File: config.mk
export PLATFORM = sky130hd
export DESIGN_NAME = dino_sfx_player
export DESIGN_NICKNAME = d
export VERILOG_FILES = /design/src/rtl/dino_sfx_player.sv
export SDC_FILE = /design/constraint.sdc
export NUM_CORES = 1
export LEC_CHECK = 0
export CAP_MARGIN = 5
export CORE_MARGIN = 3
export CORE_UTILIZATION = 48
export DETAILED_ROUTE_END_ITERATION = 16
export HOLD_SLACK_MARGIN = 0.1
export PLACE_DENSITY = 0.77
export SLEW_MARGIN = 40
export SYNTH_ARGS = -nofsm -noshare
export SYNTH_HDL_FRONTEND = slang
export SYNTH_SLANG_ARGS = --single-unit
File: constraint.sdc
create_clock -name clk -period 2.1 [get_ports clk]
set_input_delay 0.42 -clock clk [delete_from_list [all_inputs] [get_ports clk]]
set_output_delay 0.42 -clock clk [all_outputs]
set_load 0.005 [all_outputs]
File: src/rtl/dino_sfx_player.sv
// Streams a sound-effect sample ROM (synchronous read) onto a valid/ready sample stream.
// Optional build macro DINO_SFX_LOOP_EN: holding play across the last sample loops playback.
module dino_sfx_player #(
  parameter int unsigned ADDR_WIDTH = 13,
  parameter int unsigned DATA_WIDTH = 16,
  parameter int unsigned SAMPLE_LEN = 5000
) (
  input  logic                  clk,
  input  logic                  reset_n,
  input  logic                  play,
  input  logic                  stop,
  output logic [ADDR_WIDTH-1:0] rom_address,
  input  logic [DATA_WIDTH-1:0] rom_readdata,
  output logic [DATA_WIDTH-1:0] sample_data,
  output logic                  sample_valid,
  input  logic                  sample_ready,
  output logic                  busy,
  output logic                  done
);

  localparam logic [ADDR_WIDTH-1:0] LastAddr = ADDR_WIDTH'(SAMPLE_LEN - 1);

  typedef enum logic [1:0] {StIdle, StFetch, StLoad, StPresent} state_e;

  state_e                  state_q, state_d;
  logic [ADDR_WIDTH-1:0]   addr_q, addr_d;
  logic [DATA_WIDTH-1:0]   data_q, data_d;
  logic                    valid_q, valid_d;
  logic                    done_q, done_d;
  logic                    retrig_q, retrig_d;
  logic                    play_req;

`ifdef DINO_SFX_LOOP_EN
  // A held play means "keep looping", so only a fresh press may restart mid-sample.
  logic play_q;

  always_ff @(posedge clk or negedge reset_n) begin
    if (!reset_n) begin
      play_q <= 1'b0;
    end else begin
      play_q <= play;
    end
  end

  assign play_req = play & ~play_q;
`else
  assign play_req = play;
`endif

  always_comb begin
    state_d  = state_q;
    addr_d   = addr_q;
    data_d   = data_q;
    valid_d  = valid_q;
    done_d   = 1'b0;
    retrig_d = retrig_q;

    if (stop) begin
      state_d  = StIdle;
      addr_d   = '0;
      valid_d  = 1'b0;
      retrig_d = 1'b0;
    end else begin
      unique case (state_q)
        StIdle: begin
          if (play) begin
            addr_d  = '0;
            state_d = StFetch;
          end
        end
        // ROM samples rom_address at the edge leaving this state.
        StFetch: begin
          state_d = StLoad;
          if (play_req) retrig_d = 1'b1;
        end
        StLoad: begin
          data_d  = rom_readdata;
          valid_d = 1'b1;
          state_d = StPresent;
          if (play_req) retrig_d = 1'b1;
        end
        StPresent: begin
          if (play_req) retrig_d = 1'b1;
          if (sample_ready) begin
            valid_d = 1'b0;
            if (retrig_q) begin
              addr_d   = '0;
              retrig_d = 1'b0;
              state_d  = StFetch;
            end else if (addr_q == LastAddr) begin
`ifdef DINO_SFX_LOOP_EN
              retrig_d = 1'b0;
              if (play) begin
                addr_d  = '0;
                state_d = StFetch;
              end else begin
                state_d = StIdle;
                done_d  = 1'b1;
              end
`else
              retrig_d = 1'b0;
              state_d  = StIdle;
              done_d   = 1'b1;
`endif
            end else begin
              addr_d  = addr_q + ADDR_WIDTH'(1);
              state_d = StFetch;
            end
          end
        end
        default: state_d = StIdle;
      endcase
    end
  end

  always_ff @(posedge clk or negedge reset_n) begin
    if (!reset_n) begin
      state_q  <= StIdle;
      addr_q   <= '0;
      data_q   <= '0;
      valid_q  <= 1'b0;
      done_q   <= 1'b0;
      retrig_q <= 1'b0;
    end else begin
      state_q  <= state_d;
      addr_q   <= addr_d;
      data_q   <= data_d;
      valid_q  <= valid_d;
      done_q   <= done_d;
      retrig_q <= retrig_d;
    end
  end

  assign rom_address  = addr_q;
  assign sample_data  = data_q;
  assign sample_valid = valid_q;
  assign done         = done_q;
  assign busy         = (state_q != StIdle);

endmodule

Word-level counts from Yosys, hierarchy flattened
Cells that the tools add are included.
W data, S select, Z words.

word-level totals
  register bits after elaboration = 34
  bits of input ports = 21
  output and inout bits = 32
  logic and storage cells = 51

operators by class
  add/subtract/negate cells = 1
  equality and inequality tests = 7
  multiplexer cells = 26
  bitwise operators = 1
  reductions and logical operators = 10

operator list
  kind                     count
  $mux W13                 5
  $pmux W13 S2             1
  $mux W1                  14
  $add A13 B1 Y13 const B  1
  $eq A13 B13 Y1 const B   1
  $reduce_bool A3 Y1       3
  $pmux W2 S4              1
  $mux W2                  3
  $ne A3 B3 Y1 const B     2
  $reduce_and A2 Y1        3
  $eq A2 B2 Y1 const B     2
  $ne A4 B4 Y1 const B     1
  $pmux W1 S2              2
  $reduce_and A4 Y1        1
  $eq A2 B1 Y1 const B     1
  $logic_not A2 Y1         1
  $reduce_bool A2 Y1       1
  $reduce_or A2 Y1         1
  $not A1 Y1               1

Longest topological paths before layout
  word-level depth = 6
  gate-level depth with buffers = 8

Least setup slack after synthesis
No wires, ideal clock.

  path type = reg-to-reg
  start point = reg state_q[1]
  end point = reg addr_q[5] (netlist: rom_address[5])
  data arrival time = 1620 ps
  required time = 1978 ps
  setup slack = 358 ps
  stages on the path, launching flop included = 8
  buffers on the path = 1
  path through = dfrtp_1 > inv_1 > ha_1 > or2_1 > a31oi_4 > buf_6 > a21oi_4 > a32o_1

on the way
  cells in the longest elaborated chain, start to end = 3
  elaborated cells between the ends (all ways) = 9
  classes of those cells = eq/ne (4); mux (2); reduce/logical (3)

RTL lines
  item                                                            line  text
  from (decl)                                                     25    state_e state_q, state_d;
  from (signal assigned)                                          118   state_q <= StIdle;
  from (signal assigned)                                          125   state_q <= state_d;
  $eq A2 B2 Y1 or $logic_not A2 Y1 (tied branches)                64    unique case (state_q)
  $ne A4 B4 Y1 (no source line) (tied with other cells)           -
  $reduce_and A4 Y1 (no source line) or $mux W13 (tied branches)  -
  to (signal assigned)                                            126   addr_q <= addr_d;
  to (decl)                                                       26    logic [ADDR_WIDTH-1:0] addr_q, addr_d;

Several ways; a longest one is shown, not always the timed one.
A chain may end at the register's enable or synchronous reset.

Final worst setup path
  start point = reg state_q[0]
  end point = out busy

on the way
  cells in the longest elaborated chain, start to end = 1

RTL lines
  item                line  text
  $reduce_bool A2 Y1  138   assign busy = (state_q != StIdle);
  to (decl)           17    output logic busy,

No other way between the ends.

==> summary.txt <==
Routing
  • Initial DRC Count: roughly 150
  • Final wirelength: roughly 4.7 mm
  • DR vias: between 1500 and 2000
  • Drt wl/cell: approximately 17 microns
  • Via density per instance: 5.70
  • First drt pass iteration count: 4
  • DRC violations left: 0
  • Post-route ant nets: 0

Global routing
  • Vias in the first global route: 1585
  • Largest net degree at the start of global routing: 35
  • Initial antenna violation count: 0
  • Total global-route track usage: 0.204
  • Global-route wire length before repair: between 7 and 8 mm
  • GR Overflow Total: 0

Timing
  • Setup-failing EPs final: 0
  • Fin crit period: roughly 2000 ps
  • Fin Hold WS: between 500 and 600 ps
  • F_max: between 400 and 500 MHz
  • Max Slew Vio Count: 0
  • Tightest Pin Transition: 428 ps
  • Hold Vio Cnt, Final: 0
  • Worst Clk Skew: about 4.1 ps
  • Relative slew slack: 0.715
  • Period Utilization, post-route: 0.966

Clock tree
  • Clk slew on worst S/H paths: ~70 ps
  • H-tree depth: 2
  • Clock buffer depth: 2
  • CTS tree: built
  • Clk sinks: 34
  • Root buffer cell: clkbuf_8
  • Clk Latency, worst-skew pair: approximately 300 ps
  • CTS Buf Count: 5
  • Hold buffers post-CTS: 0

Floorplanning
  • IO Count: 53
  • Starting Density: 0.517
  • Core area: ~3800 sq um
  • Die Wd: between 60 and 70 microns
  • Die Ht: approximately 70 microns
  • Row cnt: 22
  • Die area: between 4000 and 5000 sq um

Critical path
  • Critical path arrival: about 1600 ps
  • CP Data Required Time: around 1700 ps
  • Kind of critical path: flop to primary output
  • Crit start category: flop
  • Critical Path Fanout Max: 4
  • CP Capture Type: primary output
  • CP Launch Point: state_q[0]$_DFFE_PN0P_
  • Worst reg2reg startpoint: state_q[1]$_DFFE_PN0P_

Yosys
  • Register bit total from synthesis: 34
  • Synth top area cells: dfrtp_1, mux2_2, mux2i_1
  • Syn Inst Count: around 170
  • Top cell type's share of synthesized area: 0.433
  • Cell Area, Synth: around 2000 sq um
  • Syn nets: between 150 and 200
  • Synthesis warning total: 0
  • Post-synthesis sequential area ratio: 0.433
  • Synth area leader: dfrtp_1
  • Syn_area_per_cell: roughly 12 sq um
  • Count of cell types in the netlist: 39

Placement
  • GP Congestion: roughly 0.83
  • Placed Cells incl. Taps: between 200 and 300
  • Detail Placement HPWL: ~3.4 mm
  • Post-Place Cell Area: roughly 2600 sq um
  • I/O Buffers: 52

Finish
  • P&R area growth vs syn: 36.6%
  • FF/Latch Area: approximately 850 sq um
  • Multi-input logic area: 980 sq um
  • Ant diodes: 0
  • Final instance area: approximately 2700 sq um
  • Layout cells sized above 1: 0.265
  • Final Net Count: 255
  • Fillers: 262
  • Final non-filler cell total: 278

Pwr
  • Peak VDD IR: between 700 and 800 uV
  • Leak Pwr: ~1.0 nW
  • P per Cell Area: 1000 nW/um^2
  • Final Total Pwr: around 2.7 mW

Run
  • MaxCap Viol Count: 0

Run status
  • Outcome: completed

Hold path
  • Hold path start: sample_data[15]$_DFFE_PN0P_
  • Worst Hold Class: flop to flop
[area by class of cell]
cell class	count	share of cell area
Clock buffer	6	0.0308
Clock inverter	2	0.00466
Inverter	9	0.0126
Multi-Input combinational cell	111	0.365
Sequential cell	34	0.317
Tap cell	48	0.0224
Timing Repair Buffer	68	0.248
[kinds of logic after synthesis]
family | share of synthesized area
mux | 0.143
flops | 0.433
simple gates | 0.108
buf+inv | 0.0700
fa+ha+maj | 0.0318
compound gates | 0.215
[stage by stage]
step | worst slack, ps | utilization | TNS (ps)
finish | 70.9 | 0.707 | 0
global route | -25.2 | 0.707 | -25.2
CTS | 13.3 | 0.700 | 0
detailed placement | 32.6 | 0.675 | 0
global placement | 109 | 0.675 | 0
floorplan | 358 | - | 0
[flip-flops by register name (all words and copies together), names as in the netlist]
register / cells
done: 1
retrig_q: 1
rom_address: 13
sample_data: 16
sample_valid: 1
state_q: 2
[report_power, final]
group | switching, mW | total [mW] | internal (mW)
clock network | 0.253 | 0.517 | 0.263
logic | 0.516 | 1.22 | 0.706
registers | 0.116 | 0.960 | 0.844
[critical path, stage by stage (launching register included)]
cell	delay (ps)
dfrtp_1	410
inv_1	150
ha_2	260
inv_1	60
clkdlybuf4s50_1	440
[per-layer routing]
| metal | track usage | wire, microns | vias up |
|---|---|---|---|
| li1 | - | - | 736 |
| met1 | 0.239 | 1970 | 799 |
| met2 | 0.342 | 2470 | 44 |
| met3 | 0.0619 | 181 | 5 |
| met4 | 0.0936 | 75 | 0 |
| met5 | 0 | 0 | - |
[Yosys cell counts]
cell,number
and3_2,2
nand4_1,4
ha_1,5
nand3_1,4
and4_1,1
a2111oi_2,5
a211oi_4,1
inv_1,8
buf_4,1
clkbuf_1,2
buf_2,3
or3_1,1
nor4bb_2,1
mux2_2,16
a22oi_1,1
a21oi_4,1
o31a_1,1
a31oi_4,1
buf_6,3
a221o_1,2
and4_2,1
o21a_1,1
a21oi_1,3
o21ai_0,12
o21bai_1,10
nand2_1,5
a32o_1,2
nor2_1,5
or2_1,1
nor4bb_1,2
nand2b_1,3
nor3_2,1
buf_12,2
mux2i_1,10
nor2b_1,1
dfrtp_1,34
inv_2,1
a211oi_2,6
and3_1,2
[path summary, 6_finish.rpt]
check                                              end  slack (ps)  depth (start not counted)
setup reg to reg            rom_address[5]$_DFFE_PN0P_         140                          7
hold reg to reg            sample_data[15]$_DFFE_PN0P_         510                          1
hold / removal             sample_data[15]$_DFFE_PN0P_         510                          1
min in group asynchronous   sample_data[1]$_DFFE_PN0P_         540                          2
max in group asynchronous  rom_address[10]$_DFFE_PN0P_        1260                          2
setup / recovery                                  busy          70                          4
[cells in the final DEF (no fill, tap or decap), types with 3 or more instances in the layout]
master / Yosys / final
nand2b_1: 3 / 3
mux2i_1: 10 / 10
a2111oi_2: 5 / 5
clkdlybuf4s50_1: 0 / 52
mux2_2: 16 / 16
buf_4: 1 / 14
nand4_1: 4 / 4
o21bai_1: 10 / 10
inv_1: 8 / 8
ha_1: 5 / 4
a211oi_2: 6 / 6
o21ai_0: 12 / 12
dfrtp_1: 34 / 34
clkbuf_8: 0 / 6
nor2_1: 5 / 5
nand3_1: 4 / 4
a21oi_1: 3 / 3
nand2_1: 5 / 5
[repair_timing]
action / CTS / global route
setup buffers: 0 / 3
endpoints found under the setup margin: 0 / 1
resized for setup: 0 / 1
(Power assumes the default switching activity.)
